File: src/rtl/multi_stream_fifo_pkg.sv
// Shared constants and width helpers for the multi-stream FIFO slice.
package multi_stream_fifo_pkg;

  localparam int unsigned RD_MODE_SEL = 0;
  localparam int unsigned RD_MODE_RR  = 1;

  function automatic int unsigned clog2(input int unsigned v);
    int unsigned r;
    r = 0;
    while ((32'd1 << r) < v) r++;
    return r;
  endfunction

  function automatic int unsigned tag_w(input int unsigned flux);
    return clog2(flux);
  endfunction

  function automatic int unsigned cnt_w(input int unsigned depth);
    return clog2(depth + 1);
  endfunction

endpackage

File: src/rtl/multi_stream_fifo_rr_arbiter.sv
// Round-robin arbiter: grants the first requester after the last granted index.
module rr_arbiter #(
  parameter int unsigned FLUX  = 2,
  parameter int unsigned IDX_W = 1
) (
  input  logic             ck,
  input  logic             rst_n,
  input  logic [FLUX-1:0]  req,
  input  logic             advance,
  output logic [FLUX-1:0]  grant,
  output logic [IDX_W-1:0] grant_idx
);

  logic [IDX_W-1:0] last_grant;
  logic             hi_found;
  logic             lo_found;
  logic [IDX_W-1:0] hi_idx;
  logic [IDX_W-1:0] lo_idx;

  // Lowest requester above last_grant wins; otherwise wrap to the lowest overall.
  always_comb begin
    hi_found  = 1'b0;
    lo_found  = 1'b0;
    hi_idx    = '0;
    lo_idx    = '0;
    grant     = '0;
    for (int unsigned i = 0; i < FLUX; i++) begin
      if (req[i] && !hi_found && (i > 32'(last_grant))) begin
        hi_found = 1'b1;
        hi_idx   = IDX_W'(i);
      end
      if (req[i] && !lo_found) begin
        lo_found = 1'b1;
        lo_idx   = IDX_W'(i);
      end
    end
    grant_idx = hi_found ? hi_idx : lo_idx;
    for (int unsigned i = 0; i < FLUX; i++) begin
      grant[i] = (hi_found || lo_found) && (32'(grant_idx) == i);
    end
  end

  always_ff @(posedge ck or negedge rst_n) begin
    if (!rst_n) begin
      last_grant <= IDX_W'(FLUX - 1);
    end else if (advance && |grant) begin
      last_grant <= grant_idx;
    end
  end

endmodule

File: src/rtl/multi_stream_fifo.sv
// Tagged single-write, multi-queue FIFO with registered read port,
// per-stream status/levels, sticky error flags and optional round-robin drain.
module multi_stream_fifo
  import multi_stream_fifo_pkg::*;
#(
  parameter  int unsigned WIDTH   = 8,
  parameter  int unsigned DEPTH   = 4,
  parameter  int unsigned FLUX    = 2,
  parameter  int unsigned AFULL   = DEPTH - 1,
  parameter  int unsigned RD_MODE = RD_MODE_SEL,
  localparam int unsigned TAG_W   = tag_w(FLUX),
  localparam int unsigned CNT_W   = cnt_w(DEPTH)
) (
  input  logic                  ck,
  input  logic                  rst_n,
  input  logic                  wr,
  input  logic [WIDTH-1:0]      datain,
  input  logic [FLUX-1:0]       rd,
  input  logic                  rd_en,
  input  logic                  clr_err,
  output logic [WIDTH-1:0]      dataout,
  output logic                  dout_valid,
  output logic [TAG_W-1:0]      dout_tag,
  output logic [FLUX-1:0]       full,
  output logic [FLUX-1:0]       empty,
  output logic [FLUX-1:0]       almost_full,
  output logic [FLUX*CNT_W-1:0] level,
  output logic [FLUX-1:0]       overflow,
  output logic [FLUX-1:0]       underflow,
  output logic                  bad_tag
);

  localparam int unsigned ADDR_W = clog2(DEPTH);

  logic [WIDTH-1:0]  mem [FLUX][DEPTH];
  logic [ADDR_W-1:0] wp  [FLUX];
  logic [ADDR_W-1:0] rp  [FLUX];
  logic [CNT_W-1:0]  lvl [FLUX];

  logic [TAG_W-1:0]  wr_tag;
  logic              tag_ok;
  logic [FLUX-1:0]   wr_hit, wr_ok, ovf_evt;
  logic [FLUX-1:0]   rd_ok, udf_evt;
  logic [TAG_W-1:0]  rd_idx;

  assign wr_tag = datain[WIDTH-1 -: TAG_W];

  if ((32'd1 << TAG_W) == FLUX) begin : g_tag_full
    assign tag_ok = 1'b1;
  end else begin : g_tag_chk
    assign tag_ok = 32'(wr_tag) < FLUX;
  end

  always_comb begin
    full        = '0;
    empty       = '0;
    almost_full = '0;
    level       = '0;
    wr_hit      = '0;
    wr_ok       = '0;
    ovf_evt     = '0;
    for (int unsigned i = 0; i < FLUX; i++) begin
      full[i]                  = lvl[i] == CNT_W'(DEPTH);
      empty[i]                 = lvl[i] == '0;
      almost_full[i]           = lvl[i] >= CNT_W'(AFULL);
      level[i*CNT_W +: CNT_W]  = lvl[i];
      wr_hit[i]                = wr && tag_ok && (32'(wr_tag) == i);
      wr_ok[i]                 = wr_hit[i] && !full[i];
      ovf_evt[i]               = wr_hit[i] && full[i];
    end
  end

  if (RD_MODE == RD_MODE_RR) begin : g_rr
    logic [FLUX-1:0] grant;
    logic            unused_rd;
    assign unused_rd = ^rd;

    rr_arbiter #(
      .FLUX  (FLUX),
      .IDX_W (TAG_W)
    ) u_arb (
      .ck        (ck),
      .rst_n     (rst_n),
      .req       (~empty),
      .advance   (rd_en),
      .grant     (grant),
      .grant_idx (rd_idx)
    );

    assign rd_ok   = rd_en ? grant : '0;
    assign udf_evt = '0;
  end else begin : g_sel
    logic [FLUX-1:0] rd_pick;
    logic            found;
    logic            unused_rd_en;
    assign unused_rd_en = rd_en;

    always_comb begin
      rd_pick = '0;
      rd_idx  = '0;
      found   = 1'b0;
      for (int unsigned i = 0; i < FLUX; i++) begin
        if (rd[i] && !found) begin
          found      = 1'b1;
          rd_pick[i] = 1'b1;
          rd_idx     = TAG_W'(i);
        end
      end
    end

    assign rd_ok   = rd_pick & ~empty;
    assign udf_evt = rd_pick & empty;
  end

  always_ff @(posedge ck) begin
    for (int unsigned i = 0; i < FLUX; i++) begin
      if (wr_ok[i]) mem[i][wp[i]] <= datain;
    end
  end

  // Decisions use pre-edge full/empty, so a same-cycle read never frees room for the write.
  always_ff @(posedge ck or negedge rst_n) begin
    if (!rst_n) begin
      for (int unsigned i = 0; i < FLUX; i++) begin
        wp[i]  <= '0;
        rp[i]  <= '0;
        lvl[i] <= '0;
      end
      dataout    <= '0;
      dout_tag   <= '0;
      dout_valid <= 1'b0;
      overflow   <= '0;
      underflow  <= '0;
      bad_tag    <= 1'b0;
    end else begin
      for (int unsigned i = 0; i < FLUX; i++) begin
        if (wr_ok[i]) wp[i] <= wp[i] + 1'b1;
        if (rd_ok[i]) rp[i] <= rp[i] + 1'b1;
        lvl[i] <= lvl[i] + CNT_W'(wr_ok[i]) - CNT_W'(rd_ok[i]);
      end
      dout_valid <= |rd_ok;
      if (|rd_ok) begin
        dataout  <= mem[rd_idx][rp[rd_idx]];
        dout_tag <= rd_idx;
      end
      overflow  <= ovf_evt | (overflow & ~{FLUX{clr_err}});
      underflow <= udf_evt | (underflow & ~{FLUX{clr_err}});
      bad_tag   <= (wr && !tag_ok) | (bad_tag && !clr_err);
    end
  end

endmodule

File: config.mk
export PLATFORM = sky130hd
export DESIGN_NAME = multi_stream_fifo
export DESIGN_NICKNAME = d
export VERILOG_FILES = /design/src/rtl/multi_stream_fifo_pkg.sv /design/src/rtl/multi_stream_fifo_rr_arbiter.sv /design/src/rtl/multi_stream_fifo.sv
export SDC_FILE = /design/constraint.sdc
export NUM_CORES = 1
export LEC_CHECK = 0
export ABC_AREA = 0
export CORE_ASPECT_RATIO = 1.2
export CORE_MARGIN = 2
export CORE_UTILIZATION = 60
export CTS_BUF_LIST = sky130_fd_sc_hd__clkbuf_16
export DETAILED_ROUTE_END_ITERATION = 8
export GPL_TIMING_DRIVEN = 0
export PLACE_DENSITY_LB_ADDON = 0.05
export SLEW_MARGIN = 20
export SYNTH_ARGS = -nofsm -noshare
export SYNTH_HDL_FRONTEND = slang
export SYNTH_SLANG_ARGS = --single-unit
File: constraint.sdc
create_clock -name ck -period 3.2 [get_ports ck]
set_input_delay 0.32 -clock ck [delete_from_list [all_inputs] [get_ports ck]]
set_output_delay 0.32 -clock ck [all_outputs]
set_load 0.01 [all_outputs]
==> run summary, run 1 <==
Yosys cell types = 29
Critical Path Fanout Max = 10
Slew Limit Headroom = 0.436
CTS max path bufs = 2
Post-CTS Resized = 0
FF-to-FF setup slack = 0.64 ns
clock share of power = 0.258
hold crit path type = in2async
1st-iter DRT viols = 116
Synth warnings = 0
CTS tree = done
vias in the first global route = 2,161
Pwr Density = 891 mW/mm^2
H-tree Lvls = 3
M1 GR Usage = 0.274
ant diodes = 0
register area share after synthesis = 0.699
Setup TNS Final = 0 ns
TritonRoute pass-1 iters = 4
area grow syn2layout = 21.1%
area leader, netlist = edfxtp_1
status = complete, no violations
CP max stage cell = clkbuf_1
I/O pins = 42
Critical Path Source = rd[0]
skew final = 0.00794 ns
CTS Buf Count = 9
Avg WL per Cell = 19.5 um
setup bufs post-CTS = 0
GRT busiest layer = met2
layout cell share with drive strength beyond 1 = 0.0929
internal power = 2.84 mW
crit end category = flop
worst setup path end = level[4]
Inst Count DP = 346
post-route clock period utilization = 0.804
placer congestion estimate = 0.733
sequential share of power = 0.420
RSZ-0062 raised after global routing = no
Horiz. Die Dim = 76.5 um
worst slew pin tran = 0.846 ns
Final Slew Violations = 0
crit-path cells = clkdlybuf4s50_1 > nand2b_4 > nor2_1 > clkbuf_1 > ha_1 > inv_1 > ha_1 > inv_1 > fa_1 > inv_1
initial antenna violation count = 0
RR Endpoint = level[4]
mean area per synthesized cell = 16.9 um^2
CTS Hold Buffers Added = 0
I/O Buffers = 40
Worst Setup Start Kind = primary input
GRT Total Usage = 0.227
Register-to-Register Path Depth = 9
GRT overflow = 0
sw frac = 0.306
Pleak = 1.79 nW
CP max stage delay = 0.53 ns
clock sinks = 93
final setup vio count = 0
max cap viols = 0
Fmax = 389 MHz
non-filler instance count after layout = 362
Rows = 31
met2 Track Usage GR = 0.382
placed inst area = 0.00429 mm^2
first-pass GRT wire length = 11,400 um
Die Y = 91.0 um
vias per std cell = 5.67
Post-Synthesis Cells = 224
CP required = 3.44 ns
mapped cell area = 0.00379 mm^2
Finished Cell Area = 0.00459 mm^2
Hold Violations, Final = 0
CTS root buf = clkbuf_16
post-synthesis register bit count = 93
crit path DAT = 2.81 ns
Nets = 306
pin count of the biggest net entering global routing = 30
DR vias = 2,052
routing usage on met3 = 0.0547
RR Startpoint = level[4]
CP Class = in2reg
Initial Util = 0.622
dpl hpwl = 4520 um
fin crit period = 2.57 ns
synth top area cells = edfxtp_1 (51%), dfrtp_1 (19%), mux4_1 (5.5%)
die area = 0.00697 mm^2
Final ANT Viol Nets = 0
Max VDD drop = 0.000517 V
DR DRC count = 0
Routed Wire Length = 7080 um
syn nets = 255
NetSw = 1.25 mW
cell mode on critical path = inv_1
CORE AREA = 0.00609 mm^2
Clock Latency Late Sink = 0.34 ns
Yosys top cell area share = 0.507
Comb pwr share = 0.322
Clock transition at path regs = 0.07 ns
[power groups by stage]
stage,sequential (mW),combinational [mW],clock (mW)
2_1_floorplan,1.76,0.747,0
3_3_place_gp,1.73,1.28,0
3_5_place_dp,1.74,1.33,0
4_1_cts,1.72,1.34,1.07
5_1_grt,1.75,1.45,1.12
6_report,1.71,1.32,1.05
[routing by layer]
layer	vias up	wire length (um)	share of wire
met3	14	364	0.051
met4	0	184	0.026
li1	943	-	-
met1	1031	2840	0.40
met2	64	3690	0.52
met5	-	0	0
[cell families (layout without fill, tap and decap cells)]
group                      after synthesis  in the layout  share of synthesized area
AOI/OAI and AO/OA                       24             24                     0.0469
xor gates and xnor gates                 7              7                     0.0162
adders and majority gates               16             16                     0.0568
buffers and inverters                   23             79                     0.0271
DFF                                     93             93                      0.699
muxes                                   25             25                      0.104
and+or+nand+nor                         36             36                     0.0505
[cell usage after synthesis]
cell type	instances
buf_2	1
o41ai_1	2
nor3_1	3
o21ai_1	2
fa_1	2
mux4_1	8
and2_1	8
mux2i_4	1
a221o_1	8
xnor2_1	6
edfxtp_1	64
inv_1	15
inv_2	3
nand2_1	10
nor2b_1	1
nor3_2	1
buf_1	1
dfrtp_1	29
nand3_1	1
mux2i_1	16
nor2_1	6
o22ai_1	8
nand2b_1	5
buf_6	2
nand2b_4	1
o21ai_0	4
ha_1	14
clkbuf_1	1
xor2_1	1
[layout make-up]
class / count / area (um^2)
Sequential cell: 93 / 2650
Fill cell: 394 / 1500
Inverter: 18 / 67.6
Clock buffer: 9 / 225
Multi-Input combinational cell: 108 / 1040
Buffer: 5 / 35.0
Tap cell: 82 / 103
Clock inverter: 7 / 75.1
Timing Repair Buffer: 40 / 395
[cell usage in the layout (no fill, tap or decap), drive strengths merged, types with 6 or more instances in the layout]
| cell | count |
|---|---|
| o22ai | 8 |
| nand2b | 6 |
| clkdlybuf4s50 | 39 |
| mux4 | 8 |
| dfrtp | 29 |
| mux2i | 17 |
| a221o | 8 |
| and2 | 8 |
| xnor2 | 6 |
| nor2 | 6 |
| edfxtp | 64 |
| inv | 19 |
| ha | 14 |
| nand2 | 10 |
| o21ai | 6 |
| clkbuf | 10 |
[flip-flops by register name, indices dropped and copies added, names as in the netlist]
signal	cells
level	6
overflow	2
wp	4
dataout	8
rp	4
mem	64
underflow	2
bad_tag	1
dout_valid	1
dout_tag	1
[worst max-delay path, delay by kind of cell]
family / cells / cell delay (ns)
simple gates: 2 / 0.43
buf+inv: 5 / 1.12
fa+ha+maj: 3 / 0.95
[worst min path at each step]
stage | cells past startpoint | end | start | slack [ns]
2_1_floorplan | 0 | bad_tag | rst_n | 0.02
3_3_place_gp | 2 | underflow[1] | underflow[1] | 0.47
3_5_place_dp | 1 | level[2] | rst_n | 0.41
4_1_cts | 1 | level[2] | rst_n | 0.05
5_1_grt | 1 | underflow[0] | rst_n | 0.08
6_report | 1 | level[2] | rst_n | 0.02
[per-stage QoR]
step	utilization	setup slack, ns	hold WS, ns	total power, mW
after floorplan	-	0.882	0.0244	2.51
after global placement	0.705	0.285	0.467	3.01
after detailed placement	0.704	0.282	0.412	3.07
after CTS	0.753	0.631	0.0480	4.12
after global routing	0.753	0.422	0.0776	4.32
final	0.753	0.627	0.0202	4.09
(Power assumes the default switching activity.)
==> run 2, diff against run 1 <==
CORE_UTILIZATION = 55   (was 60)
clock period = 2.51 ns   (was 3.2 ns; I/O delays follow)
==> run 2 against run 1 <==
  * Non-clock buffer count up 1
  * Clock skew shrank 0.0018 ns
  * Via count down 2.9%
  * Critical path depth down 1
  * Design area increased by 0.38%
  * Worst hold slack improved by 0.47 ns
  * Critical endpoint is now level[5]
  * Wire length shrank 0.49%
  * Highest routed layer unchanged
  * Die area is 8.6% higher
  * Sequential share of layout area shrank 0.22 points
  * Sequential power rose by 28%
  * Cell count is 1.7% higher
  * First-iteration DRC count rose by 28%
==> run summary, run 2 (synthesis gave the netlist of run 1 again) <==
max cap viols = 0 (unchanged)
Pwr Density = 1120 mW/mm^2 (+26%)
CTS tree = done
sequential share of power = 0.423 (+0.003)
Comb pwr share = 0.322 (about the same)
CP max stage delay = 0.48 ns (-0.05 ns)
number of flip-flops in the largest register = 64 (unchanged)
Min Hold Slack = 0.493 ns (+0.473 ns)
Final ANT Viol Nets = 0 (unchanged)
area grow syn2layout = 21.5%
CORE AREA = 0.00677 mm^2 (+11%)
Worst Setup Start Kind = flop
FF-to-FF setup slack = 0.23 ns (-0.41 ns)
initial antenna violation count = 0 (unchanged)
Power Total = 5.18 mW (+27%)
sw frac = 0.303 (-0.00250)
crit-path cells = nor3_1 > nor2_1 > clkbuf_4 > ha_1 > inv_1 > ha_1 > inv_1 > fa_1 > xnor2_1
Initial Util = 0.559 (-0.0627)
Fmax = 438 MHz
H-tree Lvls = 3 (unchanged)
Max VDD drop = 0.000745 V (+44%)
crit path DAT = 2.51 ns (-0.30 ns)
Horiz. Die Dim = 79.8 um (+4.2%)
clock sinks = 93 (unchanged)
DR vias = 1,993 (-2.9%)
Die Y = 94.9 um (+4.3%)
CP required = 2.73 ns (-0.71 ns)
worst setup margin = 0.229 ns (-0.398 ns)
DR DRC count = 0 (unchanged)
placer congestion estimate = 0.790 (+7.8%)
dpl hpwl = 4440 um (-1.7%)
fin crit period = 2.28 ns
Clock Latency Late Sink = 0.34 ns (about the same)
RSZ-0062 raised after global routing = no
Pleak = 1.79 nW (+0.13%)
worst slew pin tran = 0.933 ns (+0.0874 ns)
clock share of power = 0.255 (-0.003)
Critical Path Fanout Max = 10 (unchanged)
Slew Limit Headroom = 0.376 (-0.0606)
status = complete, no violations
CTS root buf = clkbuf_16
worst slack, placed = -0.436 ns (-0.718 ns)
pin count of the biggest net entering global routing = 30 (unchanged)
CTS max path bufs = 2 (unchanged)
setup bufs post-CTS = 0 (unchanged)
RR Endpoint = level[5]
most common cell after layout, fill and taps aside = edfxtp_1
Clock transition at path regs = 0.06 ns (about the same)
internal power = 3.61 mW (+27%)
ant diodes = 0 (unchanged)
Final Slew Violations = 0 (unchanged)
die area = 0.00757 mm^2 (+8.6%)
Routed Wire Length = 7040 um (-0.49%)
Avg WL per Cell = 19.1 um (-2.1%)
NetSw = 1.57 mW (+26%)
RR Startpoint = level[4]
I/O pins = 42 (unchanged)
FILL cells = 484 (+23%)
Register-to-Register Path Depth = 9 (unchanged)
hold crit path type = in2async
vias in the first global route = 1,997 (-7.6%)
Critical Path Source = level[4]
skew final = 0.00619 ns (-0.00175 ns)
crit end category = flop
GRT Total Usage = 0.206 (-0.0206)
final core utilization = 0.680 (-0.0733)
GRT overflow = 0 (unchanged)
final setup vio count = 0 (unchanged)
post-route clock period utilization = 0.909
Hold Violations, Final = 0 (unchanged)
CTS Buf Count = 9 (unchanged)
I/O Buffers = 40 (unchanged)
1st-iter DRT viols = 149 (+28%)
worst setup path end = level[5]
CP Class = reg2reg
TritonRoute pass-1 iters = 4 (unchanged)
layout cell share with drive strength beyond 1 = 0.0961 (+0.00323)
Rows = 33 (+6.5%)
highest-count cells in the layout ignoring fill and taps = edfxtp_1 (64), clkdlybuf4s50_1 (39), dfrtp_1 (29)
vias per std cell = 5.42 (-4.5%)
first-pass GRT wire length = 11,000 um (-3.6%)
CP max stage cell = dfrtp_1
Nets = 307 (+0.33%)
[run 2: layer usage]
metal	GRT usage	vias up	share of wire
met5	0	-	0
met4	0.0678	0	0.017
met3	0.0554	13	0.033
met2	0.347	42	0.51
met1	0.262	993	0.44
li1	-	945	-
[run 2: worst min-delay path by stage]
stage / depth (start not counted) / startpoint / endpoint / slack (ns)
after floorplan: 0 / rst_n / bad_tag / -0.04
after global placement: 2 / rp[2] / rp[2] / 0.48
after detailed placement: 1 / rst_n / level[5] / 0.34
after CTS: 2 / overflow[0] / overflow[0] / 0.50
after global routing: 1 / dataout[3] / dataout[3] / 0.53
final: 2 / rst_n / dataout[4] / 0.49
[run 2: power by group through the flow]
stage / Combinational, mW / Sequential (mW) / Clock, mW
2_1_floorplan: 0.952 / 2.24 / 0
3_5_place_dp: 1.69 / 2.22 / 0
3_3_place_gp: 1.65 / 2.20 / 0
5_1_grt: 1.84 / 2.23 / 1.42
6_report: 1.67 / 2.19 / 1.32
4_1_cts: 1.70 / 2.19 / 1.34
[run 2: what timing repair did]
item                       4_1_cts  5_1_grt
resized for setup                1        4
hold buffers                     1        0
hold endpoints to repair        29        0
setup endpoints to repair        2        4
gates cloned                     0        0
[run 2: final cells by class]
type / instances / area (um^2) / share of cell area
buffer: 5 / 38.8 / 0.00842
inverter: 18 / 67.6 / 0.0147
tap: 87 / 109 / 0.0236
sequential: 93 / 2650 / 0.575
timing repair buffer: 41 / 405 / 0.0880
clock inverter: 7 / 67.6 / 0.0147
clock buffer: 9 / 225 / 0.0489
multi-input combinational: 108 / 1040 / 0.227
[run 2: through the flow]
step                std cells  setup TNS, ns  area (um^2)
floorplan                 224              0         3790
global placement          351          -1.23         4300
detailed placement        351          -1.34         4290
CTS                       368              0         4600
global route              368              0         4600
finish                    368              0         4600
[run 2: critical path, delay by kind of cell (launching register included)]
family	cells	cell delay, ns
fa+ha+maj	3	0.76
flops	1	0.48
buf+inv	3	0.43
simple gates	2	0.37
xor+xnor	1	0.13
==> run 3, diff against run 2 <==
--- a/config.mk
+++ b/config.mk
@@ -7,4 +7,5 @@
 export LEC_CHECK = 0
 export ABC_AREA = 0
+export CAP_MARGIN = 20
 export CORE_ASPECT_RATIO = 1.2
 export CORE_MARGIN = 2
==> constraint.sdc (replaced) <==
create_clock -name ck -period 2.51 [get_ports ck]
set_input_delay 0.251 -clock ck [delete_from_list [all_inputs] [get_ports ck]]
set_output_delay 0.251 -clock ck [all_outputs]
set_load 0.05 [all_outputs]
==> run 3 against run 2 <==
  * First-iteration DRC count down 58%
  * Combinational power up 37%
  * Total power up 15%
  * Register-to-register slack about the same
  * Wire length down 1.0%
  * Sequential power up 2%
  * Die area unchanged
  * Flip-flop and latch count unchanged
  * Clock power up 7%
  * Critical path type is now in2reg
==> run summary, run 3 (synthesis gave the netlist of run 1 again) <==
FILL cells = 474 (-2.1%)
ant diodes = 0 (unchanged)
DR vias = 2,030 (+1.9%)
Final ANT Viol Nets = 0 (unchanged)
layout cell share with drive strength beyond 1 = 0.135 (+0.0391)
placer congestion estimate = 0.707 (-11%)
I/O pins = 42 (unchanged)
Rows = 33 (unchanged)
CP Class = in2reg
vias in the first global route = 1,971 (-1.3%)
CP max stage cell = clkdlybuf4s50_1
Initial Util = 0.559 (unchanged)
crit path buf inv count = 5 (+2)
Clock transition at path regs = 0.07 ns (about the same)
cell mode on critical path = inv_1
initial antenna violation count = 0 (unchanged)
Min Hold Slack = 0.484 ns (-0.00887 ns)
Comb pwr share = 0.386 (+0.064)
CP max stage delay = 0.67 ns (+0.19 ns)
Pleak = 1.81 nW (+0.80%)
Pwr Density = 1270 mW/mm^2 (+13%)
TritonRoute pass-1 iters = 4 (unchanged)
Nets = 307 (unchanged)
CTS max path bufs = 2 (unchanged)
max cap viols = 0 (unchanged)
RSZ-0062 raised after global routing = no
CTS root buf = clkbuf_16
most common cell after layout, fill and taps aside = edfxtp_1
Clock Latency Late Sink = 0.35 ns (about the same)
CTS Buf Count = 9 (unchanged)
hold crit path type = in2async
sw frac = 0.381 (+0.0779)
vias per std cell = 5.52 (+1.9%)
H-tree Lvls = 3 (unchanged)
Hold Violations, Final = 0 (unchanged)
final setup vio count = 0 (unchanged)
RR Startpoint = level[5]
internal power = 3.67 mW (+1.9%)
setup bufs post-CTS = 0 (unchanged)
Max VDD drop = 0.000774 V (+3.9%)
Horiz. Die Dim = 79.8 um (unchanged)
Die Y = 94.9 um (unchanged)
crit path DAT = 2.59 ns (+0.08 ns)
number of flip-flops in the largest register = 64 (unchanged)
I/O Buffers = 40 (unchanged)
die area = 0.00757 mm^2 (unchanged)
1st-iter DRT viols = 63 (-58%)
clock share of power = 0.237 (-0.018)
GRT Total Usage = 0.203 (-0.00368)
Routed Wire Length = 6970 um (-1.0%)
FF-to-FF setup slack = 0.22 ns (about the same)
NetSw = 2.26 mW (+44%)
CTS tree = done
final core utilization = 0.691 (+0.0115)
GRT overflow = 0 (unchanged)
crit end category = flop
first-pass GRT wire length = 10,600 um (-3.3%)
post-route clock period utilization = 0.934 (+0.0255)
Register-to-Register Path Depth = 10 (+1)
Critical Path Fanout Max = 11 (+1)
RR Endpoint = level[4]
Slew Limit Headroom = 0.464 (+0.0886)
dpl hpwl = 4510 um (+1.6%)
CP required = 2.75 ns (+0.02 ns)
area of the multi-input gates = 0.00108 mm^2 (+3.8%)
Fmax = 426 MHz (-2.7%)
status = complete, no violations
area grow syn2layout = 23.6%
Levels on crit path = 10 (+1)
Power Total = 5.94 mW (+15%)
Final Slew Violations = 0 (unchanged)
CP delay by family, top = buffers and inverters
Avg WL per Cell = 18.9 um (-1.0%)
skew final = 0.0108 ns (+0.00459 ns)
fin crit period = 2.35 ns (+0.0639 ns)
DR DRC count = 0 (unchanged)
crit-path cells = clkdlybuf4s50_1 > nand2_1 > nor2_1 > inv_1 > ha_1 > inv_1 > ha_1 > inv_1 > fa_1 > inv_1
CORE AREA = 0.00677 mm^2 (unchanged)
worst slew pin tran = 0.801 ns (-0.132 ns)
clock sinks = 93 (unchanged)
pin count of the biggest net entering global routing = 30 (unchanged)
sequential share of power = 0.377 (-0.046)
Seq. cell area = 0.00266 mm^2 (+0.38%)
highest-count cells in the layout ignoring fill and taps = edfxtp_1 (64), clkdlybuf4s50_1 (39), dfrtp_1 (23)
Worst Setup Start Kind = primary input
==> run 3: cell type report <==
class	instances	area share
Clock inverter	7	0.0190
Sequential cell	93	0.568
Tap cell	87	0.0232
Inverter	18	0.0144
Multi-Input combinational cell	108	0.231
Buffer	5	0.00962
Timing Repair Buffer	41	0.0866
Clock buffer	9	0.0481
==> run 3: worst max path at each step <==
stage,start,slack [ns],to
final,datain[7],0.16,level[4]
after global routing,datain[7],0.04,level[4]
after CTS,datain[7],0.11,level[1]
after detailed placement,datain[7],-0.20,level[2]
after global placement,datain[7],-0.21,level[2]
after floorplan,level[2],0.002,level[2]
==> run 3: through the flow <==
step           cells  instance area, um^2  setup TNS, ns  setup slack [ns]
2_1_floorplan    224                 3850              0           0.00221
3_3_place_gp     351                 4360         -0.736            -0.208
3_5_place_dp     351                 4360         -0.723            -0.197
4_1_cts          368                 4680              0             0.114
5_1_grt          368                 4680              0            0.0381
6_report         368                 4680              0             0.165
==> run 3: power groups by stage <==
stage               Clock, mW  Sequential, mW  Combinational (mW)
global placement            0            2.26                2.26
CTS                      1.42            2.24                2.33
global route             1.49            2.28                2.44
floorplan                   0            2.72                1.13
detailed placement          0            2.27                2.30
finish                   1.41            2.24                2.29
==> run 3: what timing repair did <==
action	in CTS	in global routing
resized for setup	0	1
endpoints found under the hold margin	29	0
hold buffers	1	0
setup endpoints to repair	0	2
==> run 3: layer usage <==
metal / global-route usage / up-vias / wire (um)
met5: 0 / - / 0
li1: - / 947 / -
met2: 0.344 / 38 / 3700
met4: 0.0932 / 0 / 116
met3: 0.0459 / 8 / 220
met1: 0.248 / 1037 / 2930
